**src/rtl/mem_bus_pkg.sv**
```systemverilog
// mem_bus_pkg: shared state encoding and widths for the region-decoded memory bus router.
package mem_bus_pkg;
  localparam int MAX_REGIONS = 8;
  localparam int IDX_W = $clog2(MAX_REGIONS);
  localparam int WAIT_W = 4;
  typedef enum logic [2:0] {
    S_IDLE   = 3'd0,
    S_WAIT   = 3'd1,
    S_ACCESS = 3'd2,
    S_DONE   = 3'd3,
    S_ERROR  = 3'd4
  } state_t;
endpackage

```
**src/rtl/region_decoder.sv**
```systemverilog
// region_decoder: combinational base/mask window match; lowest matching index wins.
module region_decoder
  import mem_bus_pkg::*;
#(
  parameter int NUM_REGIONS = 4,
  parameter int ADDR_WIDTH = 24,
  parameter logic [NUM_REGIONS*ADDR_WIDTH-1:0] REGION_BASE = '0,
  parameter logic [NUM_REGIONS*ADDR_WIDTH-1:0] REGION_MASK = '0,
  parameter logic [NUM_REGIONS-1:0] READ_ONLY = '0
) (
  input  logic [ADDR_WIDTH-1:0] address,
  output logic                  hit,
  output logic [IDX_W-1:0]      index,
  output logic                  read_only
);
  always_comb begin
    hit = 1'b0;
    index = '0;
    read_only = 1'b0;
    for (int i = NUM_REGIONS - 1; i >= 0; i--) begin
      if ((address & REGION_MASK[i*ADDR_WIDTH +: ADDR_WIDTH]) ==
          (REGION_BASE[i*ADDR_WIDTH +: ADDR_WIDTH] & REGION_MASK[i*ADDR_WIDTH +: ADDR_WIDTH])) begin
        hit = 1'b1;
        index = IDX_W'(i);
        read_only = READ_ONLY[i];
      end
    end
  end
endmodule

```
**src/rtl/mem_bus_router.sv**
```systemverilog
// mem_bus_router: decodes CPU accesses onto programmable regions with wait states,
// a ready handshake with timeout, and a one-cycle error pulse for failed accesses.
module mem_bus_router
  import mem_bus_pkg::*;
#(
  parameter int NUM_REGIONS = 4,
  parameter int ADDR_WIDTH = 24,
  parameter int DATA_WIDTH = 8,
  parameter logic [NUM_REGIONS*ADDR_WIDTH-1:0] REGION_BASE =
    {24'h00_C000, 24'h00_8000, 24'h00_4000, 24'h00_0000},
  parameter logic [NUM_REGIONS*ADDR_WIDTH-1:0] REGION_MASK =
    {24'h00_0000, 24'hFF_C000, 24'hFF_C000, 24'hFF_C000},
  parameter logic [NUM_REGIONS*WAIT_W-1:0] WAIT_STATES = '0,
  parameter logic [NUM_REGIONS-1:0] READ_ONLY = 4'b0010,
  parameter int TIMEOUT_CYCLES = 1023,
  parameter logic [DATA_WIDTH-1:0] DEFAULT_DATA = 8'hFF
) (
  input  logic                              clk,
  input  logic                              reset,
  input  logic [ADDR_WIDTH-1:0]             address,
  input  logic [DATA_WIDTH-1:0]             data_in,
  output logic [DATA_WIDTH-1:0]             data_out,
  input  logic                              bus_enable,
  input  logic                              write_enable,
  output logic                              bus_halt,
  output logic                              bus_error,
  output logic [NUM_REGIONS-1:0]            region_select,
  output logic [NUM_REGIONS-1:0]            region_write_enable,
  output logic [ADDR_WIDTH-1:0]             region_address,
  output logic [DATA_WIDTH-1:0]             region_wdata,
  input  logic [NUM_REGIONS*DATA_WIDTH-1:0] region_rdata,
  input  logic [NUM_REGIONS-1:0]            region_ready
);
  localparam int TO_W = $clog2(TIMEOUT_CYCLES + 1);
  localparam logic [TO_W-1:0] TO_LAST = TO_W'(TIMEOUT_CYCLES - 1);

  state_t                 state_q, state_d;
  logic [IDX_W-1:0]       idx_q, idx_d, dec_idx;
  logic                   we_q, we_d, dec_hit, dec_ro, rdy;
  logic [ADDR_WIDTH-1:0]  addr_q, addr_d;
  logic [DATA_WIDTH-1:0]  wdata_q, wdata_d, dout_q, dout_d, rdata;
  logic [WAIT_W-1:0]      wait_q, wait_d, wait_ld;
  logic [TO_W-1:0]        to_q, to_d;
  logic [NUM_REGIONS-1:0] sel_oh;

  region_decoder #(
    .NUM_REGIONS(NUM_REGIONS),
    .ADDR_WIDTH (ADDR_WIDTH),
    .REGION_BASE(REGION_BASE),
    .REGION_MASK(REGION_MASK),
    .READ_ONLY  (READ_ONLY)
  ) u_dec (
    .address  (address),
    .hit      (dec_hit),
    .index    (dec_idx),
    .read_only(dec_ro)
  );

  // Index-driven selects written as loops so no index is wider than its vector.
  always_comb begin
    sel_oh = '0;
    rdata = '0;
    wait_ld = '0;
    for (int i = 0; i < NUM_REGIONS; i++) begin
      sel_oh[i] = idx_q == IDX_W'(i);
      rdata = (idx_q == IDX_W'(i)) ? region_rdata[i*DATA_WIDTH +: DATA_WIDTH] : rdata;
      wait_ld = (dec_idx == IDX_W'(i)) ? WAIT_STATES[i*WAIT_W +: WAIT_W] : wait_ld;
    end
  end

  assign rdy = |(region_ready & sel_oh);

  always_comb begin
    state_d = state_q;
    idx_d = idx_q;
    we_d = we_q;
    addr_d = addr_q;
    wdata_d = wdata_q;
    wait_d = wait_q;
    to_d = to_q;
    dout_d = dout_q;
    case (state_q)
      S_IDLE: if (bus_enable) begin
        idx_d = dec_idx;
        we_d = write_enable;
        addr_d = address;
        wdata_d = data_in;
        wait_d = wait_ld;
        to_d = '0;
        if (!dec_hit || (write_enable && dec_ro)) begin
          state_d = S_ERROR;
          dout_d = write_enable ? dout_q : DEFAULT_DATA;
        end else state_d = (|wait_ld) ? S_WAIT : S_ACCESS;
      end
      S_WAIT: begin
        wait_d = wait_q - 1'b1;
        state_d = (wait_q == WAIT_W'(1)) ? S_ACCESS : S_WAIT;
      end
      S_ACCESS: if (rdy) begin
        state_d = S_DONE;
        dout_d = we_q ? dout_q : rdata;
      end else if (to_q >= TO_LAST) begin
        state_d = S_ERROR;
        dout_d = we_q ? dout_q : DEFAULT_DATA;
      end else to_d = to_q + 1'b1;
      default: state_d = S_IDLE;
    endcase
  end

  always_ff @(posedge clk or negedge reset) begin
    if (!reset) begin
      state_q <= S_IDLE;
      idx_q <= '0;
      we_q <= 1'b0;
      addr_q <= '0;
      wdata_q <= '0;
      wait_q <= '0;
      to_q <= '0;
      dout_q <= '0;
    end else begin
      state_q <= state_d;
      idx_q <= idx_d;
      we_q <= we_d;
      addr_q <= addr_d;
      wdata_q <= wdata_d;
      wait_q <= wait_d;
      to_q <= to_d;
      dout_q <= dout_d;
    end
  end

  // Strobes decode straight from state so an async reset drops them at once.
  assign region_select = (state_q == S_WAIT || state_q == S_ACCESS) ? sel_oh : '0;
  assign region_write_enable = (state_q == S_ACCESS && we_q) ? sel_oh : '0;
  assign bus_error = state_q == S_ERROR;
  assign bus_halt = bus_enable && !(state_q == S_DONE || state_q == S_ERROR);
  assign data_out = dout_q;
  assign region_address = addr_q;
  assign region_wdata = wdata_q;
endmodule

```
**config.mk**
```make
export PLATFORM = sky130hd
export DESIGN_NAME = mem_bus_router
export DESIGN_NICKNAME = d
export VERILOG_FILES = /design/src/rtl/mem_bus_pkg.sv /design/src/rtl/region_decoder.sv /design/src/rtl/mem_bus_router.sv
export SDC_FILE = /design/constraint.sdc
export NUM_CORES = 1
export LEC_CHECK = 0
export ABC_AREA = 1
export CORE_MARGIN = 3
export CORE_UTILIZATION = 45
export DETAILED_ROUTE_END_ITERATION = 6
export PLACE_DENSITY = 0.86
export SLEW_MARGIN = 20
export SYNTH_ARGS = -nofsm -noshare
export SYNTH_HDL_FRONTEND = slang
export SYNTH_HIERARCHICAL = 1
export SYNTH_SLANG_ARGS = --single-unit
```
**constraint.sdc**
```tcl
create_clock -name clk -period 3.2 [get_ports clk]
set_input_delay 0.32 -clock clk [delete_from_list [all_inputs] [get_ports clk]]
set_output_delay 0.32 -clock clk [all_outputs]
set_load 0.005 [all_outputs]
```
Word level (Yosys, flattened, before mapping) --
Cells that the tools add are included.
Cells by class: bitwise logic cells 1, eq/ne operators 18, $lt $le $gt $ge 1, muxes and demuxes 31, reductions and logical operators 17, add/subtract/negate cells 2
Operators by type and width (count):
- $mux 8 | 11
- $mux 10 | 3
- $logic_not 24->1 | 1
- $pmux 10 s2 | 1
- $pmux 8 s2 | 1
- $eq 3x2->1 const B | 4
- $mux 3 | 4
- $mux 4 | 3
- $add 10x1->10 const B | 1
- $eq 10x1->1 const B | 1
- $eq 10x2->1 const B | 1
- $ge 10x10->1 const B | 1
- $ne 2x2->1 const B | 5
- $ne 3x3->1 const B | 3
- $pmux 3 s3 | 1
- $pmux 4 s2 | 1
- $reduce_and 7->1 | 1
- $eq 3x1->1 const B | 2
- $logic_not 3->1 | 2
- $mux 2 | 3
- $reduce_and 2->1 | 3
- $and 4x4->4 | 1
- $eq 4x1->1 const B | 1
- $reduce_and 4->1 | 1
- 8 further kinds | 14
Storage, ports and cells: input bits 72, logic and storage cells 78, bits in registers 61, output and inout bits 50

Depth between registers and ports, before layout --
Gate-level depths: netlist of the first run.
depth in word-level cells 8, mapped depth 11, mapped depth without buffers 11

By module --
Netlist of the first run, hierarchy kept.
Modules (own cells, without submodules):
- mem_bus_router | sequential area each 1526.5 µm², area an instance 3179.3 µm², instances 1, cells an instance 408
- region_decoder | sequential area each 0.0 µm², area an instance 82.6 µm², instances 1, cells an instance 17

Worst setup path before layout of the first run --
OpenSTA, ideal clock, no wires.
kind reg2reg, start point reg to_q[0], end point reg dout_q[0], in the netlist data_out[0], required time 3079 ps, stages on the path, launching flop included 10, setup time 121 ps, slack 1736 ps, clock period less this slack 1464 ps, buffers on the path 1, arrival 1343 ps, path through dfrtp_1 inv_1 ha_1 o21a_1 nand3_1 nand3_4 nand2_4 buf_6 o21bai_1 nand2_1
On the way: cells in the longest elaborated chain, start to end 3, elaborated cells between the ends (all ways) 4, those cells by class 1 x order compare; 2 x eq/ne; 1 x reduce/logical
RTL lines:
- start: declaration | RTL line mem_bus_router.sv:43 | logic [TO_W-1:0] to_q, to_d;
- start signal: assignment | RTL line mem_bus_router.sv:127 | to_q <= to_d;
- $ge 10x10->1 * | RTL line mem_bus_router.sv:102 | end else if (to_q >= TO_LAST) begin
- $ne 3x3->1 (no line)
- $reduce_and 7->1 (no line) *
- end signal: assignment | RTL line mem_bus_router.sv:128 | dout_q <= dout_d;
- end: declaration | RTL line mem_bus_router.sv:41 | logic [DATA_WIDTH-1:0] wdata_q, wdata_d, dout_q, dout_d, rdata;
Mark *: on every way between the ends. The rest lies on a longest branch, timed or not. A chain may end at the register's enable or synchronous reset.

Final worst setup path of the first run --
start point reg idx_q[1], end point out region_write_enable[1]
On the way: cells in the longest elaborated chain, start to end 2
RTL lines:
- start: declaration | RTL line mem_bus_router.sv:38 | logic [IDX_W-1:0] idx_q, idx_d, dec_idx;
- start signal: assignment | RTL line mem_bus_router.sv:122 | idx_q <= idx_d;
- $eq 3x1->1 | RTL line mem_bus_router.sv:65 | sel_oh[i] = idx_q == IDX_W'(i);
- $mux 4 | RTL line mem_bus_router.sv:134 | assign region_write_enable = (state_q == S_ACCESS && we_q) ? sel_oh : '0;
- end: declaration | RTL line mem_bus_router.sv:28 | output logic [NUM_REGIONS-1:0] region_write_enable,
No other way between the ends.

==> results of run 1 <==
[cells by family (layout without fill, tap and decap cells)]
family,after synthesis,count (layout),share of synthesized area (%)
xor+xnor,4,4,1.074
simple gates,263,263,36.40
fa+ha+maj,4,4,1.534
buf+inv,56,186,7.173
compound gates,35,35,6.789
flops,61,61,46.80
other cells,2,2,0.2302
[cell type report]
type	instances	area (µm²)
clock inverters	5	60.06
clock buffers	11	141.4
inverters	45	168.9
repair buffers	125	1239
well taps	96	120.1
flip-flops and latches	61	1526
fillers	558	2147
multi-input cells	308	1504
[worst paths after layout]
path,cells after the start,slack (ns),to
min in group clk,2,0.47,region_address[0]
worst min register to register,2,0.47,region_address[0]
worst max-delay path,4,0.81,region_write_enable[1]
max in group asynchronous,3,1.89,region_wdata[2]
worst min-delay path,2,0.41,to_q[5]
worst max register to register,8,1.49,to_q[6]
[metal layers]
layer	up-vias	track usage (%)	share of wire, %
met3	15	8.368	8.0
li1	1563	-	-
met5	-	0	0
met1	1450	25.56	41
met4	0	7.286	1.3
met2	104	36.36	50
[registers in the layout, indices dropped and copies added (netlist names)]
register	cells
to_q	10
state_q	3
region_wdata	8
we_q	1
region_address	24
idx_q	3
wait_q	4
data_out	8
[Yosys cell counts, types with 2 or more instances]
cell type  number  area, µm²
nand2_1       180      675.7
dfrtp_1        61       1526
inv_1          37      138.9
nor2_1         29      108.9
nand3_1        20      100.1
o21ai_1         9      45.04
o21bai_1        9      67.56
inv_2           8      30.03
nand3b_1        8      60.06
o21ai_0         8      40.04
clkbuf_1        5      18.77
nor2_2          5      31.28
buf_4           4      30.03
ha_1            4      50.05
nand2_4         4      45.04
nor3_2          4      40.04
nand2_2         3      18.77
nor3_1          3      15.01
xor2_1          3      26.28
a21oi_1         2      10.01
conb_1          2      7.510
nor2_8          2      40.04
o21a_1          2      15.01
o22ai_1         2      12.51
[power by group through the flow]
stage                     logic [W]  clock network, W  registers (W)
after floorplan             0.00114                 0        0.00131
after global placement      0.00199                 0        0.00129
after detailed placement    0.00206                 0        0.00131
after CTS                   0.00207          0.000695        0.00131
after global routing        0.00229          0.000749        0.00134
final                       0.00205          0.000687        0.00130
[placed cells by master, fill, tap and decap left out, drive strengths merged, types with 2 or more instances in the layout]
cell type      synthesis  routed
nand3b                 8       8
o21a                   2       2
nor2                  36      36
nand2                187     187
inv                   45      45
clkinvlp               0       4
ha                     4       4
buf                    6       4
conb                   2       2
dfrtp                 61      61
o21bai                 9       9
o21ai                 17      17
nor3                   7       7
o22ai                  2       2
nand3                 22      22
clkdlybuf4s50          0     120
clkbuf                 5      11
a21oi                  3       3
nand4                  2       2
xor2                   3       3
[metrics by stage]
stage	util (%)	hold WS [ns]	instance area (µm²)
final	68.91	0.4149	4760
after global routing	68.91	0.4353	4760
after CTS	68.91	0.4134	4760
after detailed placement	65.85	0.2398	4548
after global placement	65.85	0.2377	4548
after floorplan	-	0.02441	3262
==> out/metrics.cfg, run 1 <==
[outcome]
status = complete, no violations

[critical_path]
cp-start-kind = flop
crit_path_end_kind = primary output
cpMaxStageDelayCell = clkdlybuf4s50_1
reg2reg_from = state_q[2]
cp.arrival_ns = 2.07
cp_max_fo = 9
critPathRequiredTime_ns = 2.88
crit_path_start = idx_q[1]
worst-setup-path-type = reg -> out
critical-path-top-delay-family = simple AND/OR/NAND/NOR gates
crit_path_max_incr_delay_ns = 0.53
path_cells = nor3_2 > inv_1 > nor2_1 > clkdlybuf4s50_1
path_buf_inv = 2

[timing]
fin_skew_ns = 0.007136
fmax_ghz = 0.4192
relSlewSlack_pct = 59.09
drv_slew = 0
setup_slack_ns = 0.8143
finalSetupViolCount = 0
final.setup.tns_ns = 0
tightest_slew_ns = 0.6128
hold_violations = 0
rsz0062_at_grt = false
fin_crit_sh_pct = 74.55
min_period_ns = 2.386

[pwr]
p_leak_nw = 2.196
pwr-share-seq_pct = 32.2
irDropWorstVdd_mv = 0.4972
p_clk_share_pct = 17.0
p_per_area_nw_per_um2 = 849.8
switching_share_pct = 39.85
internal_power_w = 0.002433
p_comb_share_pct = 50.8
p_sw_w = 0.001612
fin_total_pwr_w = 0.004045

[floorplanning]
start_util_pct = 47.23
die_area_um2 = 8307
io_pins = 122
dieWidth_um = 91.14
die_h_um = 91.14
core_um2 = 6907
row_count = 30

[grt]
grt_antenna_before_repair = 0
grt_pass1_wl_mm = 14.52
grt_max_degree = 48
grt_overflow = 0
grt_pass1_vias = 3196
grt_util_all_layers_pct = 21.74

[clock_tree]
clkTransAtPathRegs_ns = 0.07
cts_buffers = 9
post_cts_resized = 0
cts_tree = yes
htree_levels = 3
cts_hold_buf = 1
cts_sinks = 61
cts_setup_buffers = 0
ctsRootBufferMaster = clkbuf_8
cts_max_path_buffers = 2
clock_latency_ns = 0.33

[place]
place.gp.congestion = 0.8997
dp_hpwl_mm = 6.613
placed_cells = 634
port_buffers = 121
dp_slack_ns = 1.085

[routing]
wl_per_cell_um = 13.10
wl_mm = 8.530
antenna_left = 0
viasPerCell = 4.811
drc = 0
first_iter_violations = 129
first_pass_iters = 4
num_vias = 3132

[final_layout]
diodes = 0
area_growth_pct = 45.91
nNetsFinal = 626
stdcell_count = 651
drive_gt1_share_pct = 9.009

[synth]
synthesis.area_um2 = 3262
syn-num-nets = 501
ys_seq_elements = 61
synth-edff-count = 0
synth_ff_type = dfrtp_1
synth-warning-count = 6
yosysUniqueCellTypes = 35
syn_inst = 425
yosysSeqAreaShare_pct = 46.80
async_reset_ff_share_pct = 100.0
avgSynthCellArea_um2 = 7.675

[min_path]
hold_class = in -> async

[flow_run]
cap_violations = 0

Note: power is estimated with default switching activity, not from simulation.
==> inputs of run 2 (changes only) <==
CORE_UTILIZATION = 40   (was 45)
PLACE_DENSITY = 0.81   (was 0.86)
clock period = 2.1 ns   (was 3.2 ns; I/O delays follow)
==> run 2 against run 1 <==
  * Combinational power up 57%
  * Flip-flop and latch count unchanged
  * Wire length fell by 0.89%
  * Clock power is 34% higher
  * Non-clock buffer count is 10 higher
  * Utilization is 6.7 points lower
  * Hold slack got worse by 0.0088 ns
  * Total power rose by 52%
  * Final cell count is 2.5% higher
  * Setup slack worse by 0.73 ns
  * First-iteration DRC count shrank 52%
==> out/metrics.cfg, run 2 (synthesized netlist as in run 1, its figures left out) <==
[place]
place.gp.congestion = 0.8067  ; was 0.8997
dp_slack_ns = -0.02041  ; was 1.085 ns
port_buffers = 121  ; unchanged
dp_hpwl_mm = 6.616  ; was 6.613 mm
placed_cells = 648  ; was 634

[final_layout]
nNetsFinal = 636  ; was 626
area_growth_pct = 48.91  ; was 45.91%
final_cell_mix = nand2_1, clkdlybuf4s50_1, dfrtp_1  ; unchanged
stdcell_count = 667  ; was 651
largest_reg_flops = 24  ; unchanged
diodes = 0  ; unchanged
final_common_cell = nand2_1  ; unchanged
drive_gt1_share_pct = 11.68  ; was 9.009%

[critical_path]
critPathRequiredTime_ns = 1.89  ; was 2.88 ns
worst-setup-path-type = reg -> out  ; unchanged
crit_path_end_kind = primary output  ; unchanged
cp_max_fo = 4  ; was 9
ff2ff_path_depth = 9  ; was 8
cp.arrival_ns = 1.81  ; was 2.07 ns
reg2reg_to = data_out[1]  ; was to_q[6]
reg2reg_from = state_q[0]  ; was state_q[2]
cp-start-kind = flop  ; unchanged
r2r_setup_slack_ns = 0.40  ; was 1.49 ns

[routing]
first_iter_violations = 62  ; was 129
first_pass_iters = 5  ; was 4
route.met2.wl_mm = 4.154  ; was 4.264 mm
wl_mm = 8.454  ; was 8.530 mm
viasPerCell = 4.678  ; was 4.811
wl_met3_um = 729  ; was 682 µm
wl_per_cell_um = 12.67  ; was 13.10 µm
antenna_left = 0  ; unchanged
drc = 0  ; unchanged
m1WireLength_mm = 3.484  ; was 3.473 mm
num_vias = 3120  ; was 3132
highest_layer = met4  ; unchanged

[pwr]
p_per_area_nw_per_um2 = 1268  ; was 849.8 nW/µm²
p_clk_share_pct = 15.0  ; was 17.0%
irDropWorstVdd_mv = 0.6545  ; was 0.4972 mV
fin_total_pwr_w = 0.006158  ; was 0.004045 W
switching_share_pct = 40.27  ; was 39.85%
pwr-share-seq_pct = 32.6  ; was 32.2%
p_leak_nw = 2.315  ; was 2.196 nW
p_comb_share_pct = 52.4  ; was 50.8%
p_sw_w = 0.002480  ; was 0.001612 W
internal_power_w = 0.003678  ; was 0.002433 W

[clock_tree]
cts_max_path_buffers = 2  ; unchanged
cts_sinks = 61  ; unchanged
clock_latency_ns = 0.33  ; about the same
clkTransAtPathRegs_ns = 0.07  ; about the same
htree_levels = 3  ; unchanged
cts_tree = yes  ; unchanged
cts_buffers = 9  ; unchanged
ctsRootBufferMaster = clkbuf_8  ; unchanged

[timing]
fmax_ghz = 0.4950
fin_skew_ns = 0.01145  ; was 0.007136 ns
relSlewSlack_pct = 51.06  ; was 59.09%
hold_violations = 0  ; unchanged
finalSetupViolCount = 0  ; unchanged
fin_crit_sh_pct = 96.19
drv_slew = 0  ; unchanged
setup_slack_ns = 0.07993  ; was 0.8143 ns
min_period_ns = 2.020
tightest_slew_ns = 0.7341  ; was 0.6128 ns
rsz0062_at_grt = false  ; unchanged

[floorplanning]
die_area_um2 = 9275  ; was 8307 µm²
die_h_um = 96.31  ; was 91.14 µm
row_count = 32  ; was 30
dieWidth_um = 96.31  ; was 91.14 µm
core_um2 = 7807  ; was 6907 µm²
io_pins = 122  ; unchanged
start_util_pct = 41.78  ; was 47.23%

[outcome]
status = complete, no violations  ; unchanged

[grt]
grt_util_all_layers_pct = 19.40  ; was 21.74%
grt_pass1_wl_mm = 13.88  ; was 14.52 mm
grt_overflow = 0  ; unchanged
grt_max_degree = 35  ; was 48
grt_pass1_vias = 3030  ; was 3196
grt_antenna_before_repair = 0  ; unchanged

[min_path]
worstHoldStart = data_in[1]
min_to = region_wdata[1]
holdPathStages = 3
hold_class = in -> reg  ; was in -> async

[flow_run]
cap_violations = 0  ; unchanged

[run 2: cell types whose count changed in the layout (fill, tap and decap cells not counted), moves of 2 or more]
cell and delta:
buf_4 +10, clkdlybuf4s50_1 -4, dlymetal6s2s_1 +4, clkinv_2 +3, dfrtp_1 -3, dfrtp_2 +3, clkinvlp_4 -2
[run 2: critical path: stages, from the launching register on]
cell and delay (ns):
dfrtp_1 0.46, nor2_4 0.14, inv_1 0.08, nor2_2 0.12
inv_1 0.08, nor2_1 0.10, clkdlybuf4s50_1 0.51
[run 2: routing by layer]
| layer | vias to the layer above | track usage [%] |
|---|---|---|
| li1 | 1581 | - |
| met2 | 102 | 31.68 |
| met1 | 1430 | 23.72 |
| met5 | - | 0 |
| met3 | 7 | 7.193 |
| met4 | 0 | 6.308 |
[run 2: repair_timing]
action	4_1_cts	5_1_grt
gates cloned	0	0
endpoints found under the setup margin	4	8
buffers inserted	2	0
pin swaps	1	1
hold endpoints to repair	31	0
gates resized for setup	2	10
hold buffers	1	0
[run 2: stage by stage]
step,hold WS (ns),utilization (%),cell area (µm²),setup TNS (ns)
2_1_floorplan,-0.08559,-,3262,0
3_3_place_gp,0.3163,59.12,4616,0
3_5_place_dp,0.3218,59.12,4616,-0.03698
4_1_cts,0.3910,61.84,4828,0
5_1_grt,0.4179,62.21,4857,0
6_report,0.4062,62.21,4857,0
[run 2: worst max-delay path by stage]
stage,slack [ns],start,endpoint,cells after the start
final,0.08,idx_q[2],region_write_enable[0],6
after global routing,0.0003,idx_q[2],region_write_enable[0],6
after CTS,0.04,idx_q[0],region_select[2],6
after detailed placement,-0.02,address[20],data_out[1],12
after global placement,0.11,address[20],data_out[2],12
after floorplan,0.64,to_q[0],data_out[0],9
[run 2: area by class of cell]
| cell class | count | area [µm²] |
|---|---|---|
| Fill cell | 675 | 2950 |
| Sequential cell | 61 | 1530 |
| Multi-Input combinational cell | 308 | 1530 |
| Timing Repair Buffer | 135 | 1324 |
| Inverter | 45 | 168.9 |
| Clock buffer | 10 | 137.6 |
| Tap cell | 102 | 127.6 |
| Clock inverter | 6 | 38.79 |
[run 2: power groups by stage]
| stage | clock, W | sequential [W] | combinational [W] |
|---|---|---|---|
| floorplan | 0 | 0.00200 | 0.00173 |
| global placement | 0 | 0.00198 | 0.00310 |
| detailed placement | 0 | 0.00199 | 0.00320 |
| CTS | 0.000954 | 0.00199 | 0.00326 |
| global route | 0.00101 | 0.00207 | 0.00362 |
| finish | 0.000924 | 0.00201 | 0.00322 |
==> inputs of run 3 (changes only) <==
ABC_AREA = unset   (was 1)
CAP_MARGIN = 20   (was unset)
PLACE_DENSITY = 0.82   (was 0.81)
==> run 3 against run 2 <==
  * Hold slack worse by 0.0073 ns
  * Final area up 0.26%
  * Global-route usage up 0.73 points
  * Wire length up 5.4%
  * Count of clock-buffer cells in the layout down 1
  * Non-clock buffer count up 12
  * Combinational power down 5%
  * Clock skew down 0.0040 ns
  * Clock power up 27%
  * Total power up 0.76%
  * Critical endpoint is now data_out[2]
  * Largest cell class is now multi-input combinational cells
  * Highest routed layer unchanged
==> out/metrics.cfg, run 3 <==
[synth]
synth-simple-area-share_pct = 28.03  ; was 36.40%
async_reset_ff_share_pct = 100.0  ; unchanged
synth_xor_area_share_pct = 0.2759  ; was 1.074%
avgSynthCellArea_um2 = 9.255  ; was 7.675 µm²
synthesis.area_um2 = 3174  ; was 3262 µm²
yosys.area.top_type = dfrtp_1  ; unchanged
synth_compound_area_share_pct = 6.425  ; was 6.789%
synth_most_common_cell = nand2_1  ; unchanged
yosysSeqAreaShare_pct = 48.09  ; was 46.80%
yosysUniqueCellTypes = 42  ; was 35
synth_top_family_by_area = simple AND/OR/NAND/NOR gates  ; unchanged
syn-num-nets = 419  ; was 501
synth_ff_type = dfrtp_1  ; unchanged
synth-warning-count = 6  ; unchanged
syn_inst = 343  ; was 425
ys_top_cells_by_count = nand2_1, dfrtp_1, a21oi_1  ; was nand2_1, dfrtp_1, inv_1
synth_top_area_share_pct = 48.09  ; was 46.80%
ys_seq_elements = 61  ; unchanged
muxShareOfSynthArea_pct = 11.39  ; was 0%
synth-edff-count = 0  ; unchanged
synth_adder_area_share_pct = 1.577  ; was 1.534%
synth_area_leaders = dfrtp_1, nand2_1, mux4_2  ; was dfrtp_1, nand2_1, inv_1

[pwr]
p_per_area_nw_per_um2 = 1274  ; was 1268 nW/µm²
fin_total_pwr_w = 0.006205  ; was 0.006158 W
p_leak_nw = 2.245  ; was 2.315 nW
irDropWorstVdd_mv = 0.6915  ; was 0.6545 mV

[grt]
grt_util_all_layers_pct = 20.12  ; was 19.40%
grt_max_degree = 62  ; was 35
grt_overflow = 0  ; unchanged
grt_antenna_before_repair = 0  ; unchanged
grt_pass1_vias = 3005  ; was 3030
grt_pass1_wl_mm = 14.12  ; was 13.88 mm

[final_layout]
nNetsFinal = 556  ; was 636
final_cell_mix = nand2_1, clkdlybuf4s50_1, dfrtp_1  ; unchanged
utilization_pct = 65.05  ; was 62.21%
largest_reg_flops = 24  ; unchanged
area_growth_pct = 53.41  ; was 48.91%
drive_gt1_share_pct = 14.23  ; was 11.68%
final_common_cell = nand2_1  ; unchanged
diodes = 0  ; unchanged

[routing]
drc = 0  ; unchanged
antenna_left = 0  ; unchanged
viasPerCell = 5.139  ; was 4.678
first_iter_violations = 137  ; was 62
wl_mm = 8.912  ; was 8.454 mm
num_vias = 3001  ; was 3120
first_pass_iters = 6  ; was 5
wl_per_cell_um = 15.26  ; was 12.67 µm

[clock_tree]
cts_buffers = 9  ; unchanged
cts_sinks = 61  ; unchanged
clock_latency_ns = 0.33  ; about the same
htree_levels = 3  ; unchanged
cts_tree = yes  ; unchanged
clkTransAtPathRegs_ns = 0.08  ; was 0.07 ns
ctsRootBufferMaster = clkbuf_8  ; unchanged
cts_max_path_buffers = 2  ; unchanged

[timing]
fmax_ghz = 0.5061  ; was 0.4950 GHz
tightest_slew_ns = 0.7229  ; was 0.7341 ns
hold_violations = 0  ; unchanged
finalSetupViolCount = 0  ; unchanged
drv_slew = 0  ; unchanged
rsz0062_at_grt = false  ; unchanged
final.setup.tns_ns = 0  ; unchanged
hold_ws_ns = 0.3989  ; was 0.4062 ns
fin_crit_sh_pct = 94.08  ; was 96.19%
min_period_ns = 1.976  ; was 2.020 ns
setup_slack_ns = 0.1243  ; was 0.07993 ns
fin_skew_ns = 0.007492  ; was 0.01145 ns
relSlewSlack_pct = 51.55  ; was 51.06%

[critical_path]
cp-start-kind = flop  ; unchanged
crit_path_end_kind = flop  ; was primary output
reg2reg_from = state_q[0]  ; unchanged
cp.arrival_ns = 2.26  ; was 1.81 ns
ff2ff_path_depth = 6  ; was 9
critPathRequiredTime_ns = 2.38  ; was 1.89 ns
reg2reg_to = data_out[2]  ; was data_out[1]
cp_max_fo = 8  ; was 4
r2r_setup_slack_ns = 0.12  ; was 0.40 ns
worst-setup-path-type = reg -> reg  ; was reg -> out

[place]
dp_hpwl_mm = 6.477  ; was 6.616 mm
port_buffers = 121  ; unchanged
dp_slack_ns = -0.1471  ; was -0.02041 ns
place.gp.congestion = 0.8495  ; was 0.8067

[floorplanning]
dieWidth_um = 95.08  ; was 96.31 µm
io_pins = 122  ; unchanged
die_area_um2 = 9040  ; was 9275 µm²
row_count = 31  ; was 32
die_h_um = 95.08  ; was 96.31 µm
start_util_pct = 42.40  ; was 41.78%
core_um2 = 7486  ; was 7807 µm²

[min_path]
min_to = region_address[11]  ; was region_wdata[1]
worstHoldStart = address[11]  ; was data_in[1]
hold_class = in -> reg  ; unchanged
holdPathStages = 3  ; unchanged

[flow_run]
cap_violations = 0  ; unchanged

[outcome]
status = complete, no violations  ; unchanged

==> run 3: through the flow <==
step                std cells  cell area (µm²)
finish                    584             4870
global route              584             4870
CTS                       580             4818
detailed placement        559             4554
global placement          559             4554
floorplan                 343             3174
==> run 3: timing repair <==
item / 4_1_cts / 5_1_grt
setup endpoints to repair: 15 / 6
pin swaps: 1 / 5
hold buffers: 1 / 0
endpoints found under the hold margin: 61 / 0
buffers inserted: 4 / 4
resized for setup: 7 / 8
==> run 3: logic make-up after synthesis <==
family,Yosys count
buf+inv,25
xor+xnor,1
compound gates,32
flops,61
fa+ha+maj,4
other cells,2
mux,25
simple gates,193
==> run 3: routing by layer <==
layer	track usage, %	vias up	part of all wire (%)
met5	0	-	0
met1	24.55	1448	41
met2	33.47	111	48
met4	7.692	0	2.2
li1	-	1424	-
met3	6.077	18	7.8
==> run 3: worst max-delay path: stages, from the launching register on <==
cell,delay (ns)
dfrtp_2,0.44
buf_4,0.15
buf_4,0.12
nor4b_2,0.29
or4b_1,0.64
nand2_1,0.13
mux2_2,0.15
==> run 3: final cells by class <==
cell class | count | area [µm²]
fill | 590 | 2616
multi-input combinational | 257 | 1543
sequential | 61 | 1530
timing repair buffer | 147 | 1436
clock buffer | 9 | 123.9
tap | 99 | 123.9
clock inverter | 7 | 97.59
inverter | 4 | 15.01
==> run 3: power breakdown <==
group	internal, W	switching (W)	leakage (nW)
logic	0.00168	0.00138	1.39
registers	0.00166	0.000310	0.752
clock network	0.000674	0.000497	0.106
total	0.00401	0.00219	2.24
==> run 3: worst max path at each step <==
| stage | from | end | slack, ns |
|---|---|---|---|
| after floorplan | idx_q[0] | data_out[4] | 0.35 |
| after CTS | state_q[2] | region_select[1] | 0.002 |
| after global routing | state_q[0] | data_out[2] | 0.04 |
| final | state_q[0] | data_out[2] | 0.12 |
| after global placement | address[23] | state_q[1] | -0.01 |
| after detailed placement | to_q[0] | state_q[2] | -0.15 |
